`src/rtl/run_before_seq_pkg.sv`:
```
// run_before_seq_pkg
// Shared CAVLC definitions for the run_before sequencer: the FSM state
// encoding, default coefficient count, and the zeros_left clamp applied
// before handing a value to the run_before datapath.
package run_before_seq_pkg;

  // Largest number of coefficients in one residual block.
  localparam int RBS_MAX_COEFF = 16;

  // Width of the coefficient / symbol counters (holds 0..16).
  localparam int RBS_CNT_W = 5;

  // The run_before VLC tables only distinguish zeros_left up to 7;
  // anything above uses the ">6" table.
  localparam logic [3:0] ZL_CLAMP = 4'd7;

  typedef enum logic [2:0] {
    S_IDLE  = 3'd0,
    S_LOAD  = 3'd1,
    S_CHECK = 3'd2,
    S_ISSUE = 3'd3,
    S_GAP   = 3'd4,
    S_DONE  = 3'd5
  } rbs_state_t;

  // min(z, 7) narrowed to the 3-bit datapath port.
  function automatic logic [2:0] clamp_zl(input logic [3:0] z);
    return (z > ZL_CLAMP) ? ZL_CLAMP[2:0] : z[2:0];
  endfunction

endpackage

```
`src/rtl/run_before_seq.sv`:
```
// run_before_seq
// Walks the run_before values of one residual block in reverse-scan order
// and hands each (run_before, zeros_left) pair to an external run_before
// datapath, waiting for its finish pulse between symbols.
//
// Ports:
//   clk            rising-edge clock
//   rst            synchronous active-low reset
//   start          one-cycle request; accepted only in IDLE
//   total_coeff    coefficient count 0..16 (latched on accepted start)
//   total_zeros    zero count 0..15 (latched on accepted start)
//   runs           packed run_before values, index 0 in the low nibble
//   rb_start       datapath start/enable, high for the whole ISSUE state
//   rb_run_before  run_before for the datapath
//   rb_zeros_left  zeros_left for the datapath, clamped to 7
//   rb_finish      datapath finish pulse, honoured only in ISSUE
//   busy           high whenever the FSM is not IDLE
//   done           one-cycle completion/abort pulse
//   err            one-cycle pulse with done when a run exceeds zeros_left
//   coded_cnt      symbols issued for the last block
module run_before_seq
  import run_before_seq_pkg::*;
#(
  parameter int MAX_COEFF = RBS_MAX_COEFF,
  parameter int RUN_W     = 4
) (
  input  logic                       clk,
  input  logic                       rst,
  input  logic                       start,
  input  logic [4:0]                 total_coeff,
  input  logic [3:0]                 total_zeros,
  input  logic [MAX_COEFF*RUN_W-1:0] runs,
  output logic                       rb_start,
  output logic [RUN_W-1:0]           rb_run_before,
  output logic [2:0]                 rb_zeros_left,
  input  logic                       rb_finish,
  output logic                       busy,
  output logic                       done,
  output logic                       err,
  output logic [RBS_CNT_W-1:0]       coded_cnt
);

  localparam int IDX_W = $clog2(MAX_COEFF);

  rbs_state_t           state;
  rbs_state_t           next_state;
  logic [RUN_W-1:0]     runs_q [MAX_COEFF];
  logic [4:0]           tc_q;
  logic [3:0]           zl;
  logic [RBS_CNT_W-1:0] idx;
  logic [RBS_CNT_W-1:0] coded_cnt_q;
  logic                 err_q;
  logic [RUN_W-1:0]     cur_run;
  logic                 run_too_big;
  logic                 block_end;

  // idx never exceeds total_coeff-1 (<= 15), so the low bits address the table.
  assign cur_run     = runs_q[idx[IDX_W-1:0]];
  assign run_too_big = 4'(cur_run) > zl;
  // The last coefficient's run is implied, so stop once it is reached.
  assign block_end   = (zl == 4'd0) || (idx == (tc_q - 5'd1));

  // State register plus the per-block datapath registers.
  always_ff @(posedge clk) begin
    if (!rst) begin
      state       <= S_IDLE;
      tc_q        <= '0;
      zl          <= '0;
      idx         <= '0;
      coded_cnt_q <= '0;
      err_q       <= 1'b0;
      for (int i = 0; i < MAX_COEFF; i++) begin
        runs_q[i] <= '0;
      end
    end else begin
      state <= next_state;
      case (state)
        S_IDLE: begin
          if (start) begin
            tc_q        <= total_coeff;
            zl          <= total_zeros;
            idx         <= '0;
            coded_cnt_q <= '0;
            err_q       <= 1'b0;
            for (int i = 0; i < MAX_COEFF; i++) begin
              runs_q[i] <= runs[i*RUN_W +: RUN_W];
            end
          end
        end
        S_CHECK: begin
          if (run_too_big) begin
            err_q <= 1'b1;
          end
        end
        S_ISSUE: begin
          // CHECK already proved cur_run <= zl, so this cannot wrap.
          if (rb_finish) begin
            zl          <= zl - 4'(cur_run);
            idx         <= idx + 5'd1;
            coded_cnt_q <= coded_cnt_q + 5'd1;
          end
        end
        default: ;
      endcase
    end
  end

  // Next-state logic.
  always_comb begin
    next_state = state;
    case (state)
      S_IDLE:  if (start) next_state = S_LOAD;
      S_LOAD:  next_state = ((tc_q <= 5'd1) || (zl == 4'd0)) ? S_DONE : S_CHECK;
      S_CHECK: next_state = run_too_big ? S_DONE : S_ISSUE;
      S_ISSUE: if (rb_finish) next_state = S_GAP;
      S_GAP:   next_state = block_end ? S_DONE : S_CHECK;
      S_DONE:  next_state = S_IDLE;
      default: next_state = S_IDLE;
    endcase
  end

  // Outputs are decoded from the state so they stay constant for the
  // whole ISSUE state and drop to zero on the cycle reset takes effect.
  always_comb begin
    rb_start      = 1'b0;
    rb_run_before = '0;
    rb_zeros_left = '0;
    busy          = (state != S_IDLE);
    done          = (state == S_DONE);
    err           = (state == S_DONE) && err_q;
    coded_cnt     = coded_cnt_q;
    if (state == S_ISSUE) begin
      rb_start      = 1'b1;
      rb_run_before = cur_run;
      rb_zeros_left = clamp_zl(zl);
    end
  end

endmodule

```
`config.mk`:
```
export PLATFORM = sky130hd
export DESIGN_NAME = run_before_seq
export DESIGN_NICKNAME = d
export VERILOG_FILES = /design/src/rtl/run_before_seq_pkg.sv /design/src/rtl/run_before_seq.sv
export SDC_FILE = /design/constraint.sdc
export NUM_CORES = 1
export LEC_CHECK = 0
export CAP_MARGIN = 0
export CORE_MARGIN = 2
export CORE_UTILIZATION = 35
export CTS_CLUSTER_DIAMETER = 40
export DETAILED_ROUTE_END_ITERATION = 16
export HOLD_SLACK_MARGIN = 0.02
export PLACE_DENSITY_LB_ADDON = 0.15
export SLEW_MARGIN = 20
export SYNTH_ARGS = -nofsm -noshare
export SYNTH_HDL_FRONTEND = slang
export SYNTH_SLANG_ARGS = --single-unit
```
`constraint.sdc`:
```
create_clock -name clk -period 4.25 [get_ports clk]
set_input_delay 0.6375 -clock clk [delete_from_list [all_inputs] [get_ports clk]]
set_output_delay 0.6375 -clock clk [all_outputs]
set_load 0.02 [all_outputs]
```
# After elaboration in Yosys (flattened, before gate mapping)
# Memory sizes are Yosys's and may differ from the RTL's. A register that Yosys moved wholly into a read port is not among the register bits.
# Index checks and enable logic that the tools add are counted.
op_classes:
  n_reduce_logical: 12
  mux: 44
  eq_ne: 9
  n_lt_le_gt_ge: 3
  n_bitwise: 16
  add_sub_neg: 4
ops:
  columns: ["operator", "count"]
  rows:
  - ["4-bit two-way mux", 21]
  - ["3-bit two-way mux", 7]
  - ["5-bit one-hot mux with 2 select lines", 2]
  - ["1-bit OR", 16]
  - ["5-bit two-way mux", 3]
  - ["3-bit one-hot mux with 5 select lines", 1]
  - ["5-bit by 1-bit adder with 5-bit output (second input constant)", 2]
  - ["1-bit two-way mux", 8]
  - ["4-bit one-hot mux with 2 select lines", 1]
  - ["3-bit by 2-bit == test with 1-bit output (second input constant)", 2]
  - ["3-bit == test (second input constant)", 2]
  - ["2-bit inequality test (second input constant)", 3]
  - ["3-bit AND reduction", 2]
  - ["5-bit == test", 1]
  - ["5-bit by 1-bit <= comparator with 1-bit output (second input constant)", 1]
  - ["5-bit by 1-bit subtractor with 5-bit output (second input constant)", 1]
  - ["4-bit by 3-bit greater-than comparator with 1-bit output (second input constant)", 1]
  - ["4-bit greater-than comparator", 1]
  - ["4-bit zero test", 1]
  - ["2-bit AND reduction", 2]
  - ["2-bit nonzero test", 2]
  - ["4-bit subtractor", 1]
  - ["3-bit by 1-bit == test with 1-bit output (second input constant)", 1]
  - ["3-bit zero test", 1]
  - ["4 further kinds", 5]
totals:
  word_cells: 95
  reg_bits: 23
  ramBits: 64
  mem_count: 1
  inputBits: 77
memory_table:
  columns: ["name", "depth", "width", "rd", "rd_clocked_by_memory_dff", "write_ports", "line_no", "text"]
  rows:
  - ["runs_q", 16, 4, 1, 1, 16, "run_before_seq.sv:47", "logic [RUN_W-1:0] runs_q [MAX_COEFF];"]

# Longest topological paths before layout
# Gate-level depths: netlist of run 1.
logic_depth:
  ltp_word: 5
  ltp_mapped: 11
  depth_no_buf: 10

# Worst setup path after synthesis of run 1
# No wires, ideal clock.
synth_timing:
  path_type: "reg-to-reg"
  start: "register state[1]"
  end: "memory runs_q[0][0] (enable)"
  required_ns: 3.533
  setup_time_ns: 0.717
  setup_slack_ns: 1.398
  arrival_time_ns: 2.135
  period_less_slack_ns: 2.852
  stages_incl_launch_ff: 5
  path_cell_list: "dfxtp_1 > clkbuf_1 > nor2_1 > nand3b_1 > nand2_1"
synth_lines:
  columns: ["item", "line_no", "text"]
  rows:
  - ["start: declaration", "run_before_seq.sv:45", "rbs_state_t state;"]
  - ["start signal: assignment", "run_before_seq.sv:76", "state <= next_state;"]
  - ["end: declaration", "run_before_seq.sv:47", null]

==> results.txt, run 1 <==
- Core box area: approximately 13000 µm²
- Compared with the post-synthesis result, the final layout area differs by 30.2%.
- Counting cells, the worst reg-to-reg path comes to 11.
* Routed len/inst: 15.6 µm
- Clock skew after layout: 0.00807 ns
- In this run switching power makes up a little under 30% of total power.
* Clock input transition at the sequential cells of the worst setup and hold paths: about 0.070 ns
- GRT Overall Usage: 14.6%
* Combinational share of power: 26.8%
- Standard cell with the maximum stage delay on the critical path: clkdlybuf4s50_1
- The die is 118 µm tall.
- Highest clock rate: around 0.3 GHz
- For flop-to-flop paths, the worst setup slack is 1.05 ns.
- At the end of routability-driven placement, the weighted congestion stood at 0.804.
* Capture instance of the worst register-to-register path: state[2]
- Entering global routing, the biggest net connects 65 pins.
- Critical Path Start Type: flip-flop
- Inserted Clock Buffers: 9
- Initial antenna violation count: 0
* Synth Area per Inst: about 13 µm²
- Of the cells placed in the final design, the portion with a size suffix greater than 1 is about a tenth.
* Die Footprint: 13900 µm²
* CTS H-Tree Depth: 3
- Sink Count: 91
- Antenna Cells: 0
- Worst-case clock buffer depth: 2
- Ports placed on the boundary: between 90 and 100
- The floorplan has 41 rows.
- Flip-flop cell with the highest count after synthesis: edfxtp_1
* Cell Chain, Critical Path: buf_4 > mux4_2 > mux2i_1 > mux2_2 > nor2_1 > clkdlybuf4s50_1
- Initial cell density of the core: approximately 36%
* Start point of the worst min-delay path: tc_q[4]
- Final net count: ~530
- The max-slew violation count is 0.
- Count of routing violations after the opening detailed-route iteration: 153
* Tightest Pin Transition: approximately 0.97 ns
- P_leak: 2.19 nW
- The wire-length estimate of the detail-placed layout is 7220 µm.
- Setup fix buffers added after clock tree synthesis: 0
* Max-cap violation count: 0
- Once placement completed, the tool counted placed cells totaling 607.
- Syn nets: 445
* Skew-Pair Late Insertion Delay: 0.33 ns
- Number of non-filler instances in the completed layout: roughly 620
* Class of the most critical setup path: reg2out
- The first detailed-routing pass took 4 iterations.
* Number of endpoints with negative hold slack in the final report: 0
* Worst Hold Depth: 2
- In this design, the stage delay of the slowest critical-path cell is 0.57 ns.
- The cell sitting at the root of the clock tree is a clkbuf_16.
* TritonCTS clock tree: done
* Number of library cell types mapped by synthesis: 49
- Synthesis produced a netlist whose cell count is 359.
- Share of power burned in registers: between 40% and 50%
- For hold timing, the worst endpoint is tc_q[4].
- In this run the tightest slew margin relative to its limit is 35.5%.
- Across the VDD grid, the largest voltage drop is 0.000191 V.
- Summed over all nets, the switching power comes to 0.000809 W.
- Leading area contributor after synthesis: edfxtp_1
- The final critical path takes up 79.3% of the cycle.
- Vias after detailed routing: 3099
- The internal power of the cells totals 0.00192 W.
- In the routed design, unresolved DRC markers number 0.
- STA classifies the critical path endpoint as an output pin.
* Hold buffer count at CTS: 0
- Post-CTS repair changed the size of 0 cells.
- Setup repair after global routing missed its margin: false
- Class of the tightest hold or removal check: reg2reg
- Top-area cell type share of the netlist area: 42.4%
* Min cycle time layout: 3.37 ns
- For this design the ratio of total power to cell area is 462 nW/µm².
- The cell area that synthesis handed to floorplanning was 4530 µm².
- The first global-routing pass estimated 15900 µm of wire.
- For the final routed database, the setup TNS stands at 0 ns.
- ANT nets after route: 0
- Required arrival time at the worst endpoint: 3.61 ns
* Setup violations, final: 0
- GR Overflow Total: 0
* Total chip power: about 0.0027 W
- The Yosys step of the flow raised 0 warnings.
* Pre-CTS setup slack: between 1 and 1.5 ns
- Arrival time of the worst setup path: 2.73 ns
- The via count of the first global-routing pass is 3118.
- Sequential element share of the synthesized area: 54.3%
* Most area-consuming cells after synthesis: edfxtp_1 42%, dfxtp_1 12%, mux4_2 8.0%
- Counting flops with an async set or reset pin after synthesis yields a share of 0%.
* Count of buffers inserted at the top-level ports: 92
- Total Wirelength: between 9000 and 10000 µm
- Of all nets on the critical path, the largest fanout is 7.
* Via density: 4.97
- Number of enable-type register cells in the synthesized netlist: 64
- The flow ran to the end, and the final reports show no timing, DRC or antenna violations.
- Flop and latch count out of synthesis: 91
- The clock network accounts for a little over a quarter of the total power.
* Width of the die: 118 µm
- The worst path meets setup with roughly 0.9 ns of slack.
==> power by group through the flow <==
stage | clock network, W | registers [W] | logic [W]
after floorplan | 0 | 0.00123 | 0.000538
after global placement | 0 | 0.00130 | 0.000718
after detailed placement | 0 | 0.00130 | 0.000735
after CTS | 0.000734 | 0.00128 | 0.000738
after global routing | 0.000778 | 0.00130 | 0.000809
final | 0.000716 | 0.00128 | 0.000730
==> sequential cells by signal, summed over array words and instances, names as in the netlist, named ones only <==
register	cells
tc_q	5
idx	5
err_q	1
zl	4
runs_q	64
coded_cnt	5
state	3
==> metrics by stage <==
stage          utilization, %  area (µm²)  hold slack [ns]
2_1_floorplan               -        4530            0.467
3_3_place_gp             44.6        5620            0.486
3_5_place_dp             44.6        5630            0.488
4_1_cts                  46.7        5900            0.497
5_1_grt                  46.7        5900            0.526
6_report                 46.7        5900            0.491
==> layout make-up <==
cell class	instances	area [µm²]
fillers	1182	6720
flip-flops and latches	91	2460
multi-input cells	232	1920
repair buffers	100	992
clock buffers	12	236
well taps	172	215
inverters	12	45.0
clock inverters	4	28.8
==> metal layers <==
metal | global-route usage [%] | wire length (µm) | vias to the layer above
li1 | - | - | 1514
met1 | 20.6 | 4710 | 1486
met2 | 22.3 | 4380 | 90
met3 | 3.00 | 520 | 9
met4 | 5.20 | 126 | 0
met5 | 0 | 0 | -
==> cells in the mapped netlist, types with 3 or more instances <==
| cell | number |
|---|---|
| a2111oi_4 | 3 |
| a211oi_1 | 8 |
| a21boi_0 | 8 |
| a21oi_1 | 5 |
| and2_1 | 27 |
| and3_1 | 41 |
| buf_2 | 4 |
| clkbuf_1 | 16 |
| dfxtp_1 | 27 |
| edfxtp_1 | 64 |
| ha_1 | 8 |
| inv_1 | 12 |
| mux2_2 | 3 |
| mux2i_1 | 9 |
| mux4_2 | 16 |
| nand2_1 | 21 |
| nand2b_1 | 5 |
| nand3_1 | 7 |
| nor2_1 | 13 |
| nor2b_1 | 4 |
| o211ai_1 | 5 |
| o21ai_0 | 4 |
| xnor2_1 | 12 |
| xor2_1 | 4 |
==> placed cells by master, fill, tap and decap left out, types with 3 or more instances in the layout <==
cell type / n
xor2_1: 4
edfxtp_1: 64
and3_1: 41
a21boi_0: 8
a21oi_1: 5
mux4_2: 16
nand3_1: 7
nor2_1: 13
o21ai_0: 4
clkbuf_1: 3
dfxtp_1: 27
a211oi_1: 8
and2_1: 27
clkbuf_16: 9
nand2_1: 20
xnor2_1: 12
mux2i_1: 9
ha_1: 8
inv_1: 12
o211ai_1: 5
buf_4: 6
nor2b_1: 4
clkdlybuf4s50_1: 91
a2111oi_4: 3
mux2_2: 3
nand2b_1: 5
==> cells by family (layout without fill, tap and decap cells) <==
group,after synthesis,in the layout,synth area share (%)
xor gates and xnor gates,16,16,3.09
and+or+nand+nor,134,134,16.9
AOI/OAI and AO/OA,45,45,8.78
DFF,91,91,54.3
muxes,28,28,10.7
buffers and inverters,36,128,3.53
adders and majority gates,9,9,2.65
==> worst max path at each step <==
stage,startpoint,to,cells past startpoint
6_report,flip-flop,rb_run_before[1],6
5_1_grt,flip-flop,rb_run_before[1],6
4_1_cts,flip-flop,rb_run_before[1],6
3_5_place_dp,flip-flop,state[2],11
3_3_place_gp,flip-flop,state[2],11
2_1_floorplan,state[1],runs_q[0][0],4
==> worst max-delay path, delay by kind of cell, from the launching register on <==
kind                   cells  cell delay, ns
muxes                      3            1.00
buffers and inverters      2            0.83
DFF                        1            0.50
and+or+nand+nor            1            0.07
Note: power is estimated with default switching activity, not from simulation.
==> run 2, diff against run 1 <==
clock period = 2.7 ns   (was 4.25 ns; I/O delays follow)
==> run 2 against run 1 <==
Design area rose by 3.5%. Count of clock-buffer cells in the layout decreased by 1. Sequential cell count unchanged. Clock power up 61%. Register-to-register slack lost 1.0 ns. Sequential power is 51% higher. Sequential share of layout area decreased by 1.4 points. Clock skew shrank 0.0010 ns. First-iteration DRC count up 4.6%. Core utilization increased by 1.6 points. Combinational power is 88% higher.
==> results.txt, run 2 (synthesis results as in run 1) <==
- Status: complete, no violations (unchanged).
- # DRC: 0 (unchanged)
* CTS H-Tree Depth: 3 (unchanged)
* Max Fanout on Critical Path: 6 (was 7)
* Flip-flop count of the largest register, all copies and words added: 64 (unchanged)
- Core Rows: 41 (unchanged)
- The clock share of power is 25.9% (was 26.3%).
- Clock input transition at the sequential cells of the worst setup and hold paths: 0.06 ns (was 0.07 ns)
* Slew margin rel.: 52.0% (was 35.5%)
- The detailed-router iteration count before antenna repair came to 4 (unchanged).
- Routed len/inst: 15.7 µm (was 15.6 µm)
* Via density: 4.89 (was 4.97)
- Number of endpoints with negative hold slack in the final report: 0 (unchanged)
* Hold buffer count at CTS: 0 (unchanged)
* Fraction of layout cells with a size suffix above 1: 16.0% (was 10.4%)
- Net switching power: 0.00133 W (was 0.000809 W)
* Class of the tightest hold or removal check: in2reg (was reg2reg)
- Root buf cell: clkbuf_16 (unchanged)
- The sum of negative setup slack is 0 ns (unchanged).
* Slew Viols, Final: 0 (unchanged)
- Class of the most critical setup path: reg2reg (was reg2out)
* Part of the cycle the worst path needs: between 90 and 100%
- The cell count of the worst reg-to-reg path is 10 (was 11).
- Syn-to-layout area delta: 34.7% (was 30.2%)
* ANT nets after route: 0 (unchanged)
- First-pass GRT wire length: 16300 µm (was 15900 µm)
- Capturing element type of the critical path: flip-flop (was output pin)
- The total wirelength of the detailed-routed design came to 10100 µm (was 9740 µm).
- Core box area: 12600 µm² (unchanged)
* Max-cap violation count: 0 (unchanged)
- Design internal power: 0.00311 W (was 0.00192 W)
* Highest clock rate: 0.376 GHz
- Die Footprint: 13900 µm² (unchanged)
- Worst Hold Depth: 2 (unchanged)
- The total half-perimeter wirelength after legalization and detailed placement was 7400 µm (was 7220 µm).
* Antenna Cells: 0 (unchanged)
- Maximum resistive drop on vdd: 0.000324 V (was 0.000191 V)
- The insertion delay to the later sink of the worst-skew pair came to 0.34 ns (was 0.33 ns).
- The number of standard cells in the layout, taps in and fillers out came to 641 (was 623).
- The initial cell density of the core is 35.9% (unchanged).
* Worst-case clock buffer depth: 2 (unchanged)
- The number of clock sinks was 91 (unchanged).
- Highest-count cells in the layout ignoring fill and taps: 87 x clkdlybuf4s50_1, 64 x edfxtp_1, 41 x and3_1, 27 x and2_1, 26 x dfxtp_1 (was 91 x clkdlybuf4s50_1, 64 x edfxtp_1, 41 x and3_1, 27 x and2_1, 27 x dfxtp_1)
* Vias in the first global route: 3188 (was 3118)
* Required arrival time at the worst endpoint: 2.96 ns (was 3.61 ns)
* Ports placed on the boundary: 93 (unchanged)
- Setup repair after global routing missed its margin: true (was false).
- The data arrival time of the worst path was 2.92 ns (was 2.73 ns).
- Filler cell count: 1151 (was 1182)
- Reg with most FFs: runs_q (unchanged)
* Tightest Pin Transition: 0.713 ns (was 0.966 ns)
- Initial antenna violation count: 0 (unchanged)
* Most common cell after layout, fill and taps aside: clkdlybuf4s50_1 (unchanged)
* Inserted Clock Buffers: 9 (unchanged)
* Chip height: 118 µm (unchanged)
* Vias after detailed routing: 3133 (was 3099)
- Final net count: 550 (was 532)
* Switching portion of total power: 30.0% (was 29.7%)
- GR Overflow Total: 0 (unchanged)
* GRT Overall Usage: 15.1% (was 14.6%)
* Share of power burned in registers: 43.4% (was 46.9%)
- Worst hold slack across all endpoints: 0.439 ns (was 0.491 ns)
- Count of routing violations after the opening detailed-route iteration: 160 (was 153)
- The utilization of the core after routing came to 48.4% (was 46.7%).
* Setup violations, final: 0 (unchanged)
* Width of the die: 118 µm (unchanged)
- Count of buffers inserted at the top-level ports: 92 (unchanged)
- The smallest clock period supported by the final layout is computed as 2.66 ns.
- Dpl cells: 624 (was 607)
* P_leak: 2.31 nW (was 2.19 nW)
- Clock skew after layout: 0.00706 ns (was 0.00807 ns)
- Critical Path Start Type: flip-flop (unchanged)
- The combinational group share of total power is 30.7% (was 26.8%).
- The global placement routability congestion was 0.841 (was 0.804).
- The CTS tree was done (unchanged).
- The pin count of the biggest net entering global routing came to 73 (was 65).
- Pwr/cell area: 729 nW/µm² (was 462 nW/µm²)
[run 2: cell count changes in the layout (fill, tap and decap cells not counted), moves of 2 or more]
cell and delta:
clkdlybuf4s50_1 -4, o21ai_1 +2, clkinvlp_4 -2, buf_4 +15, dlygate4sd2_1 +2, o21ai_0 -2, inv_6 +2, buf_12 +2
[run 2: metal layers]
metal / vias to the layer above / track usage [%] / part of all wire [%]
li1: 1542 / - / -
met1: 1509 / 19.9 / 46
met2: 70 / 24.1 / 48
met3: 12 / 3.25 / 4.2
met4: 0 / 6.17 / 1.8
met5: - / 0 / 0
[run 2: final cells by class]
class                   count  area (µm²)  area share [%]
inverters                  12        45.0           0.738
clock buffers              11         233            3.81
well taps                 172         215            3.53
flip-flops and latches     91        2460            40.4
clock inverters             5        35.0           0.574
repair buffers            118        1150            18.9
multi-input cells         232        1960            32.1
[run 2: final timing paths]
kind | slack, ns | to | start
setup / recovery | 0.04 | state[2] | flip-flop
hold / removal | 0.44 | tc_q[1] | rst
setup reg to reg | 0.04 | state[2] | flip-flop
hold reg to reg | 0.50 | tc_q[1] | tc_q[1]
[run 2: critical path, cell delays in order, from the launching register on]
cell and delay [ns]:
dfxtp_2 0.35, buf_6 0.12, buf_12 0.12, mux4_2 0.50
mux2i_1 0.14, mux2_2 0.20, ha_1 0.27, a211o_1 0.35
nor4b_2 0.28, o211ai_1 0.12, o211ai_1 0.12
[run 2: power groups by stage]
stage,registers (W),clock network (W),logic (W)
after floorplan,0.00193,0,0.000854
after global placement,0.00196,0,0.00133
after detailed placement,0.00196,0,0.00134
after CTS,0.00193,0.00118,0.00136
after global routing,0.00196,0.00124,0.00150
final,0.00193,0.00115,0.00137
[run 2: stage by stage]
step / instance area [µm²] / total power, W / setup slack [ns]
5_1_grt: 6100 / 0.00470 / -0.119
3_3_place_gp: 5790 / 0.00328 / -0.0424
4_1_cts: 6080 / 0.00448 / 0.0278
3_5_place_dp: 5790 / 0.00330 / -0.119
6_report: 6100 / 0.00445 / 0.0401
2_1_floorplan: 4550 / 0.00279 / 0.0144
[run 2: timing repair]
action | 4_1_cts | 5_1_grt
buffers inserted | 0 | 1
setup endpoints to repair | 8 | 6
gates resized for setup | 16 | 5
pin swaps | 2 | 3
==> patch 1, RTL diff (flow settings as in run 1) <==
The 6 states of `rbs_state_t` get a one-hot encoding in 6 bits.
--- a/src/rtl/run_before_seq_pkg.sv
+++ b/src/rtl/run_before_seq_pkg.sv
@@ -14,13 +14,13 @@
   // anything above uses the ">6" table.
   localparam logic [3:0] ZL_CLAMP = 4'd7;
 
-  typedef enum logic [2:0] {
-    S_IDLE  = 3'd0,
-    S_LOAD  = 3'd1,
-    S_CHECK = 3'd2,
-    S_ISSUE = 3'd3,
-    S_GAP   = 3'd4,
-    S_DONE  = 3'd5
+  typedef enum logic [5:0] {
+    S_IDLE  = 6'b000001,
+    S_LOAD  = 6'b000010,
+    S_CHECK = 6'b000100,
+    S_ISSUE = 6'b001000,
+    S_GAP   = 6'b010000,
+    S_DONE  = 6'b100000
   } rbs_state_t;
 
   // min(z, 7) narrowed to the 3-bit datapath port.
Behaviour: no difference found for any inputs over 10 cycles, from zero or initial values and one cycle with rst low; not proved beyond that.
==> patch 1 against run 1 <==
- hold slack improved by 0.013 ns
- sequential cell count increased by 3
- count of clock-buffer cells in the layout decreased by 2
- critical path depth unchanged
- area after synthesis decreased by 1.2%
- design area increased by 0.45%
- worst setup slack got worse by 0.16 ns
- largest cell class unchanged
- final cell count decreased by 0.80%
- register-to-register slack improved by 0.11 ns
- wire length decreased by 1.8%
- global-route usage about the same
- critical path type unchanged
Power is not compared: it rests on default switching activity, and its combinational part moved more than twofold at a synthesized area within 25%.
==> patch 1: results (changes against run 1) <==
| Metric | Value |
|---|---|
| CTS Buffer Depth | 2 (unchanged) |
| Net Count, Synth | 438 (was 445) |
| Clk slew on worst S/H paths | 0.06 ns |
| Initial antenna violation count | 0 (unchanged) |
| Synth Area in Adders | 0.0268 (was 0.0265) |
| Diodes inserted | 0 (unchanged) |
| Clock tree root driver cell | clkbuf_16 (unchanged) |
| Syn avg cell area | 12.7 um^2 (was 12.6 um^2) |
| Syn. warnings | 0 (unchanged) |
| Status | completed (unchanged) |
| CTS buffer count | 9 (unchanged) |
| Port-buffer cells | 92 (unchanged) |
| WP data arrival | 2.90 ns (was 2.73 ns) |
| Gpl congestion | 0.795 (was 0.804) |
| Largest net degree at the start of global routing | 47 (was 65) |
| Post-synthesis mux area share | 0.114 (was 0.107) |
| Layout net count | 527 (was 532) |
| Postcts setup bufs | 0 (unchanged) |
| Slew HR | 0.518 (was 0.355) |
| Pleak | 2.20 nW |
| Placed Area | 0.00556 mm^2 (was 0.00563 mm^2) |
| Ys async rst share | 0 (unchanged) |
| CP Max Fanout | 9 (was 7) |
| Non-filler instance count after layout | 618 (was 623) |
| Layout fillers | 1159 (was 1182) |
| Global Route Usage Sum | 0.146 (about the same) |
| Pre-antenna DRT Iters | 4 (unchanged) |
| Vias in the first global route | 2863 (was 3118) |
| Top flop regs | runs_q (64), state (6) |
| Layout cell share with drive strength beyond 1 | 0.0717 (was 0.104) |
| Commonest cells post-synth | and2_1 (69), edfxtp_1 (64), dfxtp_1 (30) (was edfxtp_1 (64), and3_1 (41), and2_1 (27), dfxtp_1 (27), nand2_1 (21)) |
| Area fraction in compound gates after synthesis | 0.0685 (was 0.0878) |
| DRT iter0 DRCs | 116 (was 153) |
| Clk Latency, worst-skew pair | 0.33 ns (about the same) |
| DP Worst Slack | 1.05 ns (was 1.03 ns) |
| Max VDD drop | 0.228 mV |
| HPWL after detailed placement | 7120 um (was 7220 um) |
| Xor/xnor share of the synthesized area | 0.0137 (was 0.0309) |
| Global-route wire length before repair | 14900 um (was 15900 um) |
| Synth unique cells | 51 (was 49) |
| Via count | 2994 (was 3099) |
| Post-synth EDFFs | 64 (unchanged) |
| Final setup skew | 0.00861 ns (was 0.00807 ns) |
| Most numerous cell in the Yosys netlist | and2_1 (was edfxtp_1) |
| Min-delay worst type | register to register (unchanged) |
| DP Cell Count | 602 (was 607) |
| Max H-tree Level | 3 (unchanged) |
| Synth top area cells | edfxtp_1 (43%), dfxtp_1 (13%), and2_1 (9.6%) (was edfxtp_1 (42%), dfxtp_1 (12%), mux4_2 (8.0%)) |
| Share of the yosys chip area belonging to registers | 0.564 (was 0.543) |
| Post-CTS sizing | 0 (unchanged) |
| Routed WL | 9560 um (was 9740 um) |
patch 1: cell count changes after synthesis, sizes merged, moves of 6 or more:
cell / before / now
and2: 27 / 69
and3: 41 / 1
nor2: 13 / 27
nand2: 21 / 13
xnor2: 12 / 4
a21boi: 8 / 1
mux2i: 9 / 3
nor3: 2 / 8
o21ai: 4 / 10
patch 1: path summary, 6_finish.rpt:
kind | start | endpoint | slack [ns] | cells past startpoint
worst max-delay path | register | rb_run_before[2] | 0.72 | 6
worst min-delay path | zl[0] | zl[0] | 0.50 | 2
worst max register to register | register | state[5] | 1.16 | 8
worst min register to register | zl[0] | zl[0] | 0.50 | 2
patch 1: worst max-delay path: stages, from the launching register on:
cell             delay, ns
dfxtp_1               0.61
buf_4                 0.29
mux4_1                0.57
mux2_2                0.27
o21ai_1               0.17
nor2_1                0.08
clkdlybuf4s50_1       0.56
patch 1: area by class of cell:
cell class,count,area [um^2],area share
inverters,9,33.8,0.00570
clock buffers,10,229,0.0386
clock inverters,6,134,0.0226
flip-flops and latches,94,2520,0.426
multi-input cells,230,1820,0.307
repair buffers,97,971,0.164
well taps,172,215,0.0363
patch 1: power by group:
part	switching (W)	internal [W]	total, W
sequential	0.0000325	0.00106	0.00109
clock	0.000326	0.000634	0.000960
combinational	0.000115	0.000148	0.000263
total	0.000473	0.00184	0.00232
patch 1: routing by layer:
layer,share of wire,GRT usage,vias up
met2,0.47,0.240,95
li1,-,-,1480
met1,0.46,0.197,1408
met4,0.013,0.0369,0
met3,0.050,0.0350,11
met5,0,0,-
patch 1: cell families (layout without fill, tap and decap cells):
kind of cell               Yosys count  in the layout
muxes                               23             23
buffers and inverters               28            122
xor gates and xnor gates             7              7
and+or+nand+nor                    146            146
AOI/OAI and AO/OA                   45             45
adders and majority gates            9              9
DFF                                 94             94
==> patch 2, RTL diff (config.mk and constraints of run 1) <==
Made on the original files. Set the parameter `RUN_W` to 6 (it was 4).
--- a/src/rtl/run_before_seq.sv
+++ b/src/rtl/run_before_seq.sv
@@ -22,7 +22,7 @@
   import run_before_seq_pkg::*;
 #(
   parameter int MAX_COEFF = RBS_MAX_COEFF,
-  parameter int RUN_W     = 4
+  parameter int RUN_W     = 6
 ) (
   input  logic                       clk,
   input  logic                       rst,
Ports: changed (resized rb_run_before and runs); port bits go from 93 to 127. No check against the original RTL was run, so the function may have changed too.
==> patch 2 against run 1 <==
- hold slack worse by 0.0062 ns
- total power rose by 52%
- worst setup slack worse by 0.58 ns
- sequential share of layout area increased by 1.4 points
- sequential cell count grew 32
- critical path depth is the same
- design area rose by 35%
- area after synthesis up 30%
- global-route usage increased by 1.3 points
- wire length grew 38%
- non-clock buffer count rose by 35
- clock power increased by 100%
- combinational power rose by 25%
- final cell count is 28% higher
- critical endpoint is now rb_run_before[3]
- largest power group unchanged
==> patch 2: results (changes against run 1) <==
| Metric | Value |
|---|---|
| CTS buffer count | 17 (was 9) |
| HPWL after detailed placement | 9640 um (was 7220 um) |
| Commonest cells post-synth | edfxtp_1 (96), and3_1 (60), and2_1 (40) (was edfxtp_1 (64), and3_1 (41), and2_1 (27), dfxtp_1 (27), nand2_1 (21)) |
| Largest net degree at the start of global routing | 68 (was 65) |
| Share of the yosys chip area belonging to registers | 0.582 (was 0.543) |
| Layout fillers | 1423 (was 1182) |
| Vias in the first global route | 4043 (was 3118) |
| Layout net count | 685 (was 532) |
| Vias/cell | 4.92 (was 4.97) |
| Placed Area | 0.00735 mm^2 (was 0.00563 mm^2) |
| Port-buffer cells | 126 (was 92) |
| Synth unique cells | 48 (was 49) |
| Post-synthesis mux area share | 0.126 (was 0.107) |
| Post-synth EDFFs | 96 (was 64) |
| Global Route Usage Sum | 0.159 (was 0.146) |
| Pleak | 3.13 nW (was 2.19 nW) |
| Routing usage on met2 | 0.257 (was 0.223) |
| Global-route wire length before repair | 21200 um (was 15900 um) |
| GR Util met1 | 0.204 (was 0.206) |
| Gpl congestion | 0.800 (was 0.804) |
| Xor/xnor share of the synthesized area | 0.0179 (was 0.0309) |
| DRT iter0 DRCs | 256 (was 153) |
| CP Max Fanout | 17 (was 7) |
| Clk Latency, worst-skew pair | 0.41 ns (was 0.33 ns) |
| Max reg flops | 96 (was 64) |
| Final setup skew | 0.00529 ns (was 0.00807 ns) |
| Routed WL | 13400 um (was 9740 um) |
| Layout cell share with drive strength beyond 1 | 0.0914 (was 0.104) |
| CP max stage delay | 0.67 ns (was 0.57 ns) |
| CP top delay family | buffers and inverters (was multiplexers) |
| Status | completed (unchanged) |
| Slowest CP cell | dfxtp_2 (was clkdlybuf4s50_1) |
| Worst-Margin Slew | 0.710 ns (was 0.966 ns) |
| Synth Area in Adders | 0.0204 (was 0.0265) |
| Area fraction in compound gates after synthesis | 0.0400 (was 0.0878) |
| Max VDD drop | 0.288 mV (was 0.191 mV) |
| Net Count, Synth | 564 (was 445) |
[patch 2: kinds of logic (layout without fill, tap and decap cells)]
family                     Yosys count  count (layout)
AOI/OAI and AO/OA                   38              38
and+or+nand+nor                    189             189
buffers and inverters               41             175
muxes                               34              34
xor gates and xnor gates            12              12
adders and majority gates            9               9
DFF                                123             123
[patch 2: tightest hold or removal path, stage by stage (launching register included)]
cell,delay (ns)
dfxtp_1,0.32
nand2_1,0.06
a21oi_1,0.06
[patch 2: final timing paths]
check / startpoint / slack, ns / cells after the start / to
max: register / 0.30 / 6 / rb_run_before[3]
min: err_q / 0.48 / 2 / err_q
max reg2reg: register / 0.83 / 10 / state[2]
min reg2reg: err_q / 0.48 / 2 / err_q
[patch 2: layer usage]
layer	part of all wire	up-vias	routed length [um]
met3	0.057	21	762
met5	0	-	0
met2	0.49	143	6510
li1	-	1926	-
met1	0.44	1842	5850
met4	0.022	0	293
[patch 2: layout make-up]
type / instances / area (um^2) / share of cell area
clock inverter: 10 / 148 / 0.0186
clock buffer: 22 / 444 / 0.0559
timing repair buffer: 135 / 1340 / 0.168
multi-input combinational: 282 / 2290 / 0.288
inverter: 8 / 30.0 / 0.00378
tap: 220 / 275 / 0.0346
sequential: 123 / 3420 / 0.431
[patch 2: stage by stage]
| step | cells | hold WS, ns | setup slack [ns] |
|---|---|---|---|
| finish | 800 | 0.485 | 0.304 |
| global route | 800 | 0.527 | 0.207 |
| CTS | 800 | 0.484 | 0.268 |
| detailed placement | 768 | 0.476 | 0.715 |
| global placement | 768 | 0.466 | 0.819 |
| floorplan | 446 | 0.442 | 0.445 |
[patch 2: where the power goes]
part	switching (W)	internal [W]
clock network	0.000475	0.000971
registers	0.000142	0.00164
logic	0.000477	0.000436
